$ cat config.mk
export PLATFORM = sky130hd
export DESIGN_NAME = debounce_edge_gen_flat
export DESIGN_NICKNAME = d
export VERILOG_FILES = /design/src/rtl/debounce_edge_gen_if.sv /design/src/rtl/debounce_edge_gen.sv /design/src/flat_wrapper.sv
export SDC_FILE = /design/constraint.sdc
export NUM_CORES = 1
export LEC_CHECK = 0
export ABC_CLOCK_PERIOD_IN_PS = 2000
export CORE_ASPECT_RATIO = 0.9
export CORE_UTILIZATION = 54
export CTS_BUF_LIST = sky130_fd_sc_hd__clkbuf_2 sky130_fd_sc_hd__clkbuf_4 sky130_fd_sc_hd__clkbuf_8
export CTS_CLUSTER_DIAMETER = 60
export DETAILED_ROUTE_END_ITERATION = 12
export GPL_ROUTABILITY_DRIVEN = 0
export PLACE_DENSITY = 0.84
export SLEW_MARGIN = 20
export SYNTH_ARGS = -nofsm -noshare
export SYNTH_HDL_FRONTEND = slang
export SYNTH_SLANG_ARGS = --single-unit
$ cat constraint.sdc
create_clock -name CLK -period 2 [get_ports CLK]
set_input_delay 0.5 -clock CLK [delete_from_list [all_inputs] [get_ports CLK]]
set_output_delay 0.5 -clock CLK [all_outputs]
set_load 0.02 [all_outputs]
$ cat src/rtl/debounce_edge_gen_if.sv
// Button-side signal bundle for debounce_edge_gen: raw level in, clean level,
// edge strobes and press count out.
interface debounce_edge_gen_if;
    logic       BTN;
    logic       D_OUT;
    logic       RISE;
    logic       FALL;
    logic [7:0] PRESS_CNT;

    // master drives the raw button; slave is the debouncer itself
    modport master (
        output BTN,
        input  D_OUT,
        input  RISE,
        input  FALL,
        input  PRESS_CNT
    );

    modport slave (
        input  BTN,
        output D_OUT,
        output RISE,
        output FALL,
        output PRESS_CNT
    );
endinterface

$ cat src/rtl/debounce_edge_gen.sv
// Two-flop synchronizer plus stability-counting FSM: turns a bouncy button into
// a clean level, one-cycle RISE/FALL strobes and a modulo-256 press count.
module debounce_edge_gen #(
    parameter int unsigned CNT_MAX = 1000000,
    parameter int unsigned CNT_W   = 20
) (
    input  logic                 CLK,
    input  logic                 RST_n,
    debounce_edge_gen_if.slave   bus
);

    typedef enum logic [1:0] {
        IDLE      = 2'd0,
        WAIT_HIGH = 2'd1,
        HIGH      = 2'd2,
        WAIT_LOW  = 2'd3
    } state_t;

    localparam logic [CNT_W-1:0] LP_CNT_LAST = CNT_W'(CNT_MAX - 1);

    logic             r_s1;
    logic             r_s2;
    state_t           r_state;
    state_t           w_state_nxt;
    logic [CNT_W-1:0] r_cnt;
    logic [CNT_W-1:0] w_cnt_nxt;
    logic             w_cnt_done;
    logic             w_rise_nxt;
    logic             w_fall_nxt;
    logic             r_dout;
    logic             r_rise;
    logic             r_fall;
    logic [7:0]       r_press;

    always_ff @(posedge CLK or negedge RST_n) begin
        if (!RST_n) begin
            r_s1 <= 1'b0;
            r_s2 <= 1'b0;
        end else begin
            r_s1 <= bus.BTN;
            r_s2 <= r_s1;
        end
    end

    always_ff @(posedge CLK or negedge RST_n) begin
        if (!RST_n) begin
            r_state <= IDLE;
            r_cnt   <= '0;
        end else begin
            r_state <= w_state_nxt;
            r_cnt   <= w_cnt_nxt;
        end
    end

    assign w_cnt_done = (r_cnt == LP_CNT_LAST);

    // Counter restarts on every state change so a partial run never carries over
    always_comb begin
        w_state_nxt = r_state;
        w_cnt_nxt   = r_cnt;
        case (r_state)
            IDLE: begin
                if (r_s2) begin
                    w_state_nxt = WAIT_HIGH;
                    w_cnt_nxt   = '0;
                end
            end
            WAIT_HIGH: begin
                if (!r_s2) begin
                    w_state_nxt = IDLE;
                    w_cnt_nxt   = '0;
                end else if (w_cnt_done) begin
                    w_state_nxt = HIGH;
                    w_cnt_nxt   = '0;
                end else begin
                    w_cnt_nxt   = r_cnt + CNT_W'(1);
                end
            end
            HIGH: begin
                if (!r_s2) begin
                    w_state_nxt = WAIT_LOW;
                    w_cnt_nxt   = '0;
                end
            end
            WAIT_LOW: begin
                if (r_s2) begin
                    w_state_nxt = HIGH;
                    w_cnt_nxt   = '0;
                end else if (w_cnt_done) begin
                    w_state_nxt = IDLE;
                    w_cnt_nxt   = '0;
                end else begin
                    w_cnt_nxt   = r_cnt + CNT_W'(1);
                end
            end
            default: begin
                w_state_nxt = IDLE;
                w_cnt_nxt   = '0;
            end
        endcase
    end

    always_comb begin
        w_rise_nxt = 1'b0;
        w_fall_nxt = 1'b0;
        if (r_state == WAIT_HIGH && r_s2 && w_cnt_done) begin
            w_rise_nxt = 1'b1;
        end
        if (r_state == WAIT_LOW && !r_s2 && w_cnt_done) begin
            w_fall_nxt = 1'b1;
        end
    end

    always_ff @(posedge CLK or negedge RST_n) begin
        if (!RST_n) begin
            r_dout  <= 1'b0;
            r_rise  <= 1'b0;
            r_fall  <= 1'b0;
            r_press <= '0;
        end else begin
            r_rise <= w_rise_nxt;
            r_fall <= w_fall_nxt;
            if (w_rise_nxt) begin
                r_dout  <= 1'b1;
                r_press <= r_press + 8'd1;
            end else if (w_fall_nxt) begin
                r_dout  <= 1'b0;
            end
        end
    end

    assign bus.D_OUT     = r_dout;
    assign bus.RISE      = r_rise;
    assign bus.FALL      = r_fall;
    assign bus.PRESS_CNT = r_press;

endmodule

$ cat src/flat_wrapper.sv
// flat-port wrapper written by rule: the top's interface ports become plain ports
module debounce_edge_gen_flat 
#(
    parameter int unsigned CNT_MAX = 1000000,
    parameter int unsigned CNT_W   = 20
)
  (CLK, RST_n, bus_BTN, bus_D_OUT, bus_RISE, bus_FALL, bus_PRESS_CNT);
  debounce_edge_gen_if bus_i ();
  input  logic CLK;
  input  logic RST_n;
  input wire logic [$bits(bus_i.BTN)-1:0] bus_BTN;
  output wire logic [$bits(bus_i.D_OUT)-1:0] bus_D_OUT;
  output wire logic [$bits(bus_i.RISE)-1:0] bus_RISE;
  output wire logic [$bits(bus_i.FALL)-1:0] bus_FALL;
  output wire logic [$bits(bus_i.PRESS_CNT)-1:0] bus_PRESS_CNT;
  assign bus_i.BTN = bus_BTN;
  assign bus_D_OUT = bus_i.D_OUT;
  assign bus_RISE = bus_i.RISE;
  assign bus_FALL = bus_i.FALL;
  assign bus_PRESS_CNT = bus_i.PRESS_CNT;
  debounce_edge_gen #(.CNT_MAX(CNT_MAX), .CNT_W(CNT_W)) u_core (.CLK(CLK), .RST_n(RST_n), .bus(bus_i));
endmodule
==> metrics.txt <==
beginning of the critical path u_core.bus.PRESS_CNT[2]$_DFFE_PN0P_; chip width 62.0 um; main combinational cell family by area after synthesis simple AND/OR/NAND/NOR gates; Initial Utilization 0.571; Core Region 0.00307 sq mm; syn_nets 180; ant diodes 0; Num CTS Buffers 5; CTS sink cnt 35; dpl cells 247; Detailed Routing Iterations Pass 1 4; fin nets 217; worst-path cell chain clkdlybuf4s50_1; WP depth 1; number of port buffers 13; Routed Antenna Nets 0; Worst setup EP type primary output; wire length per cell 16.9 um; worst-skew pair later-pin latency 350 ps; Slew HR 0.615; Simple-Gate Fraction of Synth Area 0.246; maximum clock frequency 517 MHz; Max VDD drop 0.617 mV; worst r2r src u_core.r_cnt[11]$_DFFE_PN0P_; All-Layer GR Usage 0.288; Tmin final 1940 ps; Avg Synthesized Cell Area 10.0 sq um; synthesized netlist cell count 175; status completed; synth unique cells 39; first-pass GRT wire length 7160 um; MaxCap Viol Count 0; Synth Area in Compound Gates 0.138; final std cells w/o fill 255; Place WS -41.3 ps; sequential fraction of the synthesis area 0.500; crit path kind reg2out; initial antenna violation count 0; worst min-delay path startpoint u_core.r_s1$_DFF_PN0_; mux cell area share after synthesis 0.0129; synth top area cells dfrtp_1 50%, nand2_1 4.9%, a31oi_1 4.3%; final setup margin 64.1 ps; cell area after synthesis 0.00175 sq mm; GRT busiest layer met2; final setup skew 7.03 ps; Reg clk slew, reported paths 110 ps; met1 Usage GRT 0.418; largest net degree at the start of global routing 36; Worst Reg-to-Reg Cells 6; Min-Delay Path Class reg2reg; P&R area growth vs syn 26.0%; most frequent cells in the layout 35 x dfrtp_1, 22 x nand2_1, 22 x buf_4, 13 x clkdlybuf4s50_1, 12 x a31oi_1; Congestion Overflow GR 0; layout cells sized above 1 0.202; Synth Area in XOR/XNOR 0.0600; Final Max Tran Viols 0; CP bufs+invs 1; asr flop ratio synth 1.00; post-DP HPWL 2800 um; Top delay family on crit path buffers and inverters; flop2flop setup slack 70 ps; power density over the cells 665 mW/mm^2; Yosys top cell area share 0.500; DRC errors left 0; dominant synthesized flop cell dfrtp_1; Hold Vio Cnt, Final 0; number of hold buffers added after cts 0; YS warnings 0; post-CTS setup buffer count 0; Pwr Total 0.00147 W; met2 Usage GRT 0.418; critical path peak fanout 5; vias post-DR 1555; Yosys reg bits 35; cell row count 19; total die area 0.00348 sq mm; I/O pin total 14; most common cell after layout, fill and taps aside dfrtp_1; Starting DRT DRC Count 123; worst-path cell with the longest stage delay clkdlybuf4s50_1; Max clock buf depth 2; leading area contributor after synthesis dfrtp_1; htree depth 2; startpoint class of the critical path flop; routing usage on met3 0.0744; Lkg Pwr 0.939 nW; final WL 4300 um; critical path's largest stage delay 630 ps; Final Setup Violations 0; critical path data arrival time 1440 ps; Final Cycle Share 0.968; Worst-Margin Slew 569 ps; TritonCTS clock tree yes; RSZ-0062 raised after global routing false; post-synthesis adder-cell area fraction 0.0143; hold path cells 0; vias in the first global route 1494; CP Data Required Time 1500 ps; clk root buf clkbuf_4; Die H 56.0 um; Post-synth EDFFs 0; Via-to-Cell Ratio 6.10
## Yosys cell counts (2+ instances only)
cell	instances
nor4_1	6
nor3_1	4
nor2_1	4
nand4_1	7
a41oi_1	4
nand2b_1	7
o21ai_0	7
mux2_2	2
and3_1	3
inv_1	4
xor2_1	5
a31oi_1	12
dfrtp_1	35
buf_6	2
xnor2_1	7
ha_1	2
a21oi_1	11
nand3_1	10
nand2_1	23
## worst paths after layout
path                                                end
max in group asynchronous  u_core.r_cnt[14]$_DFFE_PN0P_
hold reg to reg                   u_core.r_s2$_DFF_PN0_
setup reg to reg           u_core.r_cnt[11]$_DFFE_PN0P_
hold / removal                    u_core.r_s2$_DFF_PN0_
min in group asynchronous   u_core.r_cnt[6]$_DFFE_PN0P_
setup / recovery                       bus_PRESS_CNT[2]
## logic make-up after synthesis
logic type	count (synthesis)
compound gates	39
xor+xnor	12
fa+ha+maj	2
buf+inv	9
flops	35
mux	2
simple gates	76
## area by class of cell
class | count | area (sq um)
clock buffers | 6 | 45.0
clock inverters | 2 | 60.1
fillers | 211 | 860
inverters | 4 | 15.0
multi-input cells | 131 | 863
flip-flops and latches | 35 | 876
well taps | 42 | 52.6
repair buffers | 35 | 295
## where the power goes
part | total (W) | switching [W] | internal, W
logic | 0.0000693 | 0.0000457 | 0.0000236
clock network | 0.000658 | 0.000254 | 0.000404
registers | 0.000741 | 0.0000206 | 0.000720
## layer usage
| layer | part of all wire | wire length (um) | vias up |
|---|---|---|---|
| met5 | 0 | 0 | - |
| met1 | 0.44 | 1880 | 753 |
| li1 | - | - | 721 |
| met4 | 0.031 | 132 | 0 |
| met3 | 0.064 | 274 | 19 |
| met2 | 0.47 | 2010 | 62 |
## through the flow
stage	hold slack (ps)	TNS, ps	cell area, sq um	utilization
global route	379	0	2210	0.720
global placement	335	0	2070	0.674
finish	362	0	2210	0.720
detailed placement	340	-52.0	2070	0.674
floorplan	204	-26.2	1760	-
CTS	366	0	2180	0.710
## registers in the layout, indices dropped and copies added (netlist names), named ones only
register              count
u_core.r_s2               1
u_core.r_state            1
u_core.r_s1               1
u_core.r_cnt             20
u_core.bus.RISE           1
u_core.bus.FALL           1
u_core.bus.PRESS_CNT      8
u_core.bus.D_OUT          1
## timing repair
action | in CTS | in global routing
pin swaps | 0 | 2
resized for setup | 2 | 5
setup endpoints to repair | 3 | 13
Power figures use the tool's default switching activity.
